`src/rtl/if_stage.sv`:
```
// Instruction-fetch stage: owns the PC, requests instruction memory and hands one
// registered word per cycle to decode. Optional macro IF_FETCH_CNT_EN adds fetch_count.
module if_stage #(
  parameter int                  PC_WIDTH = 32,
  parameter logic [PC_WIDTH-1:0] RESET_PC = '0,
  parameter logic [31:0]         NOP_WORD = 32'h00000013
) (
  input  logic                clk,
  input  logic                rst,
  output logic                imem_req,
  output logic [PC_WIDTH-1:0] imem_addr,
  input  logic [31:0]         imem_rdata,
  input  logic                imem_ready,
  input  logic                id_ready,
  input  logic                branch_taken,
  input  logic [PC_WIDTH-1:0] branch_target,
  output logic [31:0]         instruction,
  output logic [PC_WIDTH-1:0] pc_out,
  output logic                inst_valid,
  output logic                halted
`ifdef IF_FETCH_CNT_EN
  ,
  output logic [31:0]         fetch_count
`endif
);

  typedef enum logic [1:0] {
    BOOT  = 2'd0,
    FETCH = 2'd1,
    HALT  = 2'd2
  } state_t;

  localparam logic [6:0] OPC_SYSTEM = 7'h73;

  state_t              r_state;
  state_t              w_nextState;
  logic [PC_WIDTH-1:0] r_pc;
  logic [PC_WIDTH-1:0] r_pcOut;
  logic [31:0]         r_inst;
  logic                r_valid;
  logic                w_capture;
  logic                w_consume;
  logic                w_isSystem;

  // A new word is only requested when the slot is empty or drains this cycle.
  assign imem_req   = (r_state == FETCH) && (!r_valid || id_ready);
  assign imem_addr  = r_pc;
  assign w_capture  = imem_req && imem_ready && !branch_taken;
  assign w_consume  = r_valid && id_ready;
  assign w_isSystem = (imem_rdata[6:0] == OPC_SYSTEM);

  assign instruction = r_inst;
  assign pc_out      = r_pcOut;
  assign inst_valid  = r_valid;
  assign halted      = (r_state == HALT);

  always_comb begin
    w_nextState = r_state;
    case (r_state)
      BOOT:    w_nextState = FETCH;
      FETCH:   if (!branch_taken && w_capture && w_isSystem) w_nextState = HALT;
      HALT:    if (branch_taken) w_nextState = FETCH;
      default: w_nextState = BOOT;
    endcase
  end

  always_ff @(posedge clk) begin
    if (rst) begin
      r_state <= BOOT;
    end else begin
      r_state <= w_nextState;
    end
  end

  // Redirect outranks capture, which outranks a plain consume.
  always_ff @(posedge clk) begin
    if (rst) begin
      r_pc    <= RESET_PC;
      r_pcOut <= '0;
      r_inst  <= NOP_WORD;
      r_valid <= 1'b0;
    end else if (branch_taken) begin
      r_pc    <= branch_target;
      r_inst  <= NOP_WORD;
      r_valid <= 1'b0;
    end else if (w_capture) begin
      r_pc    <= r_pc + PC_WIDTH'(4);
      r_pcOut <= r_pc;
      r_inst  <= imem_rdata;
      r_valid <= 1'b1;
    end else if (w_consume) begin
      r_valid <= 1'b0;
    end
  end

`ifdef IF_FETCH_CNT_EN
  logic [31:0] r_fetchCount;

  assign fetch_count = r_fetchCount;

  always_ff @(posedge clk) begin
    if (rst) begin
      r_fetchCount <= '0;
    end else if (w_capture && (r_fetchCount != 32'hFFFFFFFF)) begin
      r_fetchCount <= r_fetchCount + 32'd1;
    end
  end
`endif

endmodule

```
`config.mk`:
```
export PLATFORM = sky130hd
export DESIGN_NAME = if_stage
export DESIGN_NICKNAME = d
export VERILOG_FILES = /design/src/rtl/if_stage.sv
export SDC_FILE = /design/constraint.sdc
export NUM_CORES = 1
export LEC_CHECK = 0
export CORE_UTILIZATION = 40
export DETAILED_ROUTE_END_ITERATION = 8
export MAX_ROUTING_LAYER = met4
export PLACE_DENSITY_LB_ADDON = 0.12
export SLEW_MARGIN = 30
export SYNTH_ARGS = -nofsm -noshare
export SYNTH_HDL_FRONTEND = slang
export SYNTH_SLANG_ARGS = --single-unit
```
`constraint.sdc`:
```
create_clock -name clk -period 1.9 [get_ports clk]
set_input_delay 0.38 -clock clk [delete_from_list [all_inputs] [get_ports clk]]
set_output_delay 0.38 -clock clk [all_outputs]
set_load 0.01 [all_outputs]
```
# After elaboration in Yosys (flattened, before gate mapping)
# Cells that the tools add are included.
# op_classes
n_addsub	1
n_mul	0
div	0
order_cmp	0
eq_ne	5
n_shift	0
n_mux	7
bitwise	1
n_reduce_logical	15
# op_table
op	n
$mux W32	2
$add A32 B3 Y32 const B	1
$eq A7 B7 Y1 const B	1
$logic_and A1 B1 Y1	6
$pmux W2 S3	1
$mux W2	2
$reduce_and A2 Y1	2
$reduce_bool A2 Y1	2
$eq A2 B1 Y1 const B	1
$eq A2 B2 Y1 const B	1
$logic_not A1 Y1	2
$logic_not A2 Y1	1
$mux W1	2
$ne A2 B1 Y1 const B	1
$ne A2 B2 Y1 const B	1
$reduce_or A2 Y1	1
$logic_or A1 B1 Y1	1
$not A1 Y1	1
# word_totals
ff_bits	99
latchBits	0
mem_bits_rw	0
mem_bits_ro	0
inputBits	69
output_inout_bits	99
elab_cells	34
memories	0

# Logic depth before layout (Yosys ltp)
# logic_depth
depth_word	9
depth_mapped	7
ltp_nobuf	5

# Worst setup path before layout
# OpenSTA, ideal clock, no wires.
# synth_path
path_kind	flip-flop to flip-flop
from	register r_pc[15] (netlist: imem_addr[15])
to	register r_pc[31] (netlist: imem_addr[31])
setup_ns	0.112
arrival_ns	1.858
required_time_ns	1.788
path_slack_ns	-0.071
stages_incl_launch_ff	6
n_path_buf	1
period_less_slack_ns	1.971
path_cell_list	dfxtp_1 -> buf_4 -> nand4_1 -> or4_4 -> o41a_1 -> a2111oi_1
# synth_between
elab_chain_len	3
# synth_rtl
element	line	source
start, declared	37	logic [PC_WIDTH-1:0] r_pc;
start signal, assigned	83	r_pc <= branch_target;
start signal, assigned	87	r_pc <= r_pc + PC_WIDTH'(4);
$add A32 B3 Y32	87	
$mux W32	86	end else if (w_capture) begin
$mux W32	82	end else if (branch_taken) begin
# Every way passes these cells. The select of a mux whose other input is x is not followed.
# A chain may end at the register's enable or synchronous reset.

# Worst setup path after layout
# layout_path
from	register r_state[1]
to	register r_pc[19] (netlist: imem_addr[19])
# layout_between
elab_chain_len	5
# layout_rtl
element	line	source
start, declared	35	state_t r_state;
start signal, assigned	71	r_state <= w_nextState;
$eq A2 B1 Y1	46	assign imem_req = (r_state == FETCH) && (!r_valid || id_ready);
$logic_and A1 B1 Y1	46	
$logic_and A1 B1 Y1 (2 in series)	48	assign w_capture = imem_req && imem_ready && !branch_taken;
$reduce_bool A2 Y1 (no line)	-	
# Every way passes these cells.

==> results.py <==
metrics = {
    "detailed_routing": {
        "routed-via-count": 4768,
        "routed_wl_um": 13530,
        "drtAntennaViolNets": 0,
        "dr.pass1.iters": 4,
        "via_per_inst": 5.315,
        "wl_per_cell_um": 15.08,
        "drc": 0,
        "drt_iter0_drc": 182,
    },
    "setup_path": {
        "critical-path-max-stage-delay_ps": 590,
        "crit_top_cell": "or4_4",
        "path_class": "register to register",
        "crit_fanout": 6,
        "arrival_ps": 2200,
        "crit_required_ps": 2210,
        "cpMaxStageDelayCell": "or4_4",
        "rrSetupSlack_ps": 2,
        "end_kind": "register",
        "start_kind": "register",
        "crit_chain": "nand2b_4 -> buf_4 -> or4_4 -> or4_4 -> a31oi_1",
    },
    "run_status": {
        "status": "complete, no violations",
    },
    "synth": {
        "synth-seq-area-share": 0.4597,
        "yosysWarnings": 0,
        "syn_nets": 618,
        "synth_edf_count": 0,
        "synthCells": 548,
        "synth-async-reset-ratio": 0,
        "ys_ff_latch": 99,
        "syn_area_sq_um": 4312,
        "synth_ff_type": "dfxtp_1",
        "synth_area_per_cell_sq_um": 7.868,
        "ys_types": 51,
    },
    "finish": {
        "seq_area_sq_um": 1994,
        "areaGrowthSynthToFinish_pct": 59.49,
        "antennaDiodeCount": 0,
        "multiInputGateArea_sq_um": 2231,
        "fin_nets": 827,
        "nFillCells": 909,
        "drive_above_1_share": 0.1577,
        "stdcell_area_sq_um": 6877,
    },
    "sta": {
        "hold_viol_final": 0,
        "setup-violations-final": 0,
        "drv_slew": 0,
        "slew_headroom": 0.6721,
        "rsz0062_at_grt": "yes",
        "period_minus_slack_ps": 1898,
        "clock.fmax_mhz": 527.0,
        "fin_crit_sh": 0.9988,
        "worst_slew_pin_slew_ps": 488.1,
        "finalSetupTns_ps": 0,
        "finClkSkew_ps": 9.699,
        "hold_ws_ps": 448.2,
    },
    "die": {
        "fp.coreArea_sq_um": 10370,
        "fp-row-count": 37,
        "io_pins": 168,
        "start_util": 0.4158,
        "dieArea_sq_um": 11200,
        "fp.dieH_um": 105.8,
        "die_w_um": 105.8,
    },
    "global_routing": {
        "grt-ovfl-total": 0,
        "first_global_vias": 4525,
        "grt_first_pass_wirelength_um": 21890,
        "grt_antenna_before_repair": 0,
        "grt_max_degree": 70,
        "grtUsageTotal": 0.2527,
    },
    "clocking": {
        "clk_latency_ps": 370,
        "numCtsBuffers": 9,
        "cts-root-buf": "clkbuf_8",
        "cts.sinks": 99,
        "cts_tree": "done",
        "hold_buffers": 0,
        "clock_path_buffers": 2,
        "cts_max_level": 3,
        "clk_pin_slew_worst_paths_ps": 90,
    },
    "pwr": {
        "leakage_nw": 2.428,
        "pwr_density_cell_nw_per_um2": 621.0,
        "irDropWorstVdd_mv": 0.3831,
    },
    "placed_design": {
        "place.gp.congestion": 0.8680,
        "place_area_sq_um": 6556,
        "io_buffers": 167,
        "dp_hpwl_um": 9722,
    },
    "worst_hold_path": {
        "hp-class": "input pin to register",
    },
    "flow_run": {
        "drv_cap": 0,
    },
}
worst max-delay path: cells and delay by family, from the launching register on:
family | cells | cell delay, ps
simple gates | 3 | 1240
compound gates | 1 | 140
buf+inv | 1 | 140
flops | 1 | 330
synthesized netlist by cell type, types with 2 or more instances:
cell type	n	share of area
o41a_1	5	0.013
and4_1	7	0.014
and2_1	2	0.0029
a21oi_1	66	0.077
or4_4	2	0.0052
buf_6	2	0.0052
a2111oi_1	3	0.0070
dfxtp_1	99	0.46
mux2i_1	2	0.0046
o31a_1	3	0.0061
nand4_1	10	0.015
inv_1	10	0.0087
o31ai_1	9	0.016
xnor2_1	4	0.0081
a211oi_1	4	0.0070
or4_1	9	0.016
and3_1	3	0.0044
or3_1	5	0.0073
a311oi_1	13	0.026
nand3_1	15	0.017
nand2b_1	2	0.0029
o21ai_0	4	0.0046
buf_1	2	0.0017
buf_4	2	0.0035
a2111oi_0	3	0.0061
nor2b_1	7	0.010
nand2_1	148	0.13
clkbuf_1	31	0.027
a31oi_1	6	0.0087
nor3_1	2	0.0023
nor2_1	37	0.032
nor4_1	12	0.017
routing by layer:
metal,vias up,wire [um],track usage,share of wire
li1,2364,-,-,-
met1,2229,6037,0.3154,0.45
met2,152,6497,0.4066,0.48
met3,23,728,0.03958,0.054
met4,0,267,0.1062,0.020
met5,-,0,-,0
final cells by class:
type / count / area share
clock buffers: 11 / 0.02202
clock inverters: 4 / 0.003821
inverters: 11 / 0.006004
multi-input cells: 400 / 0.3244
flip-flops and latches: 99 / 0.2900
well taps: 136 / 0.02475
repair buffers: 236 / 0.3290
state kept, by name, indices dropped and copies added, names as in the netlist:
name / count
imem_addr: 32
inst_valid: 1
instruction: 32
pc_out: 32
r_state: 2
stage by stage:
stage | setup slack [ps] | total power [mW] | utilization | std cells
after global placement | -504.9 | 3.012 | 0.6322 | 876
after detailed placement | -553.3 | 3.025 | 0.6322 | 876
after floorplan | -57.17 | 2.548 | - | 548
final | 2.355 | 4.270 | 0.6631 | 897
after global routing | -46.83 | 4.470 | 0.6631 | 897
after CTS | -19.17 | 4.292 | 0.6569 | 897
kinds of logic after synthesis:
group	Yosys count	synth area share
AND/OR/NAND/NOR	268	0.2890
AO/OA/AOI/OAI	124	0.1863
flip-flops	99	0.4597
buffers and inverters	50	0.04933
XOR/XNOR	4	0.008125
multiplexers	2	0.004643
adder cells (fa/ha/maj)	1	0.002901
report_power, final:
group          internal [mW]  switching [mW]
registers               2.16          0.0594
clock network          0.539           0.729
logic                  0.437           0.351
total                   3.13            1.14
what timing repair did:
| item | in CTS | in global routing |
|---|---|---|
| setup buffers | 5 | 0 |
| pin swaps | 9 | 11 |
| gates cloned | 1 | 0 |
| setup endpoints to repair | 20 | 18 |
| resized for setup | 16 | 19 |
worst paths after layout:
path	to	cells after the start	start
hold reg to reg	pc_out[17]$_SDFFE_PP0P_	2	pc_out[17]$_SDFFE_PP0P_
setup / recovery	imem_addr[19]$_SDFFE_PP0P_	5	r_state[1]$_SDFFE_PP0P_
hold / removal	imem_addr[24]$_SDFFE_PP0P_	4	rst
setup reg to reg	imem_addr[19]$_SDFFE_PP0P_	5	r_state[1]$_SDFFE_PP0P_
layout by cell type, fill, tap and decap left out, drive strengths merged, types with 12 or more instances in the layout:
master         netlist  routed
nor4                13      13
dfxtp               99      99
buf                  7      70
a311oi              13      13
nor2                37      37
nand3               15      15
or4                 11      12
clkdlybuf4s50        0     162
a21oi               66      66
nand2              148     148
Power figures use the tool's default switching activity.
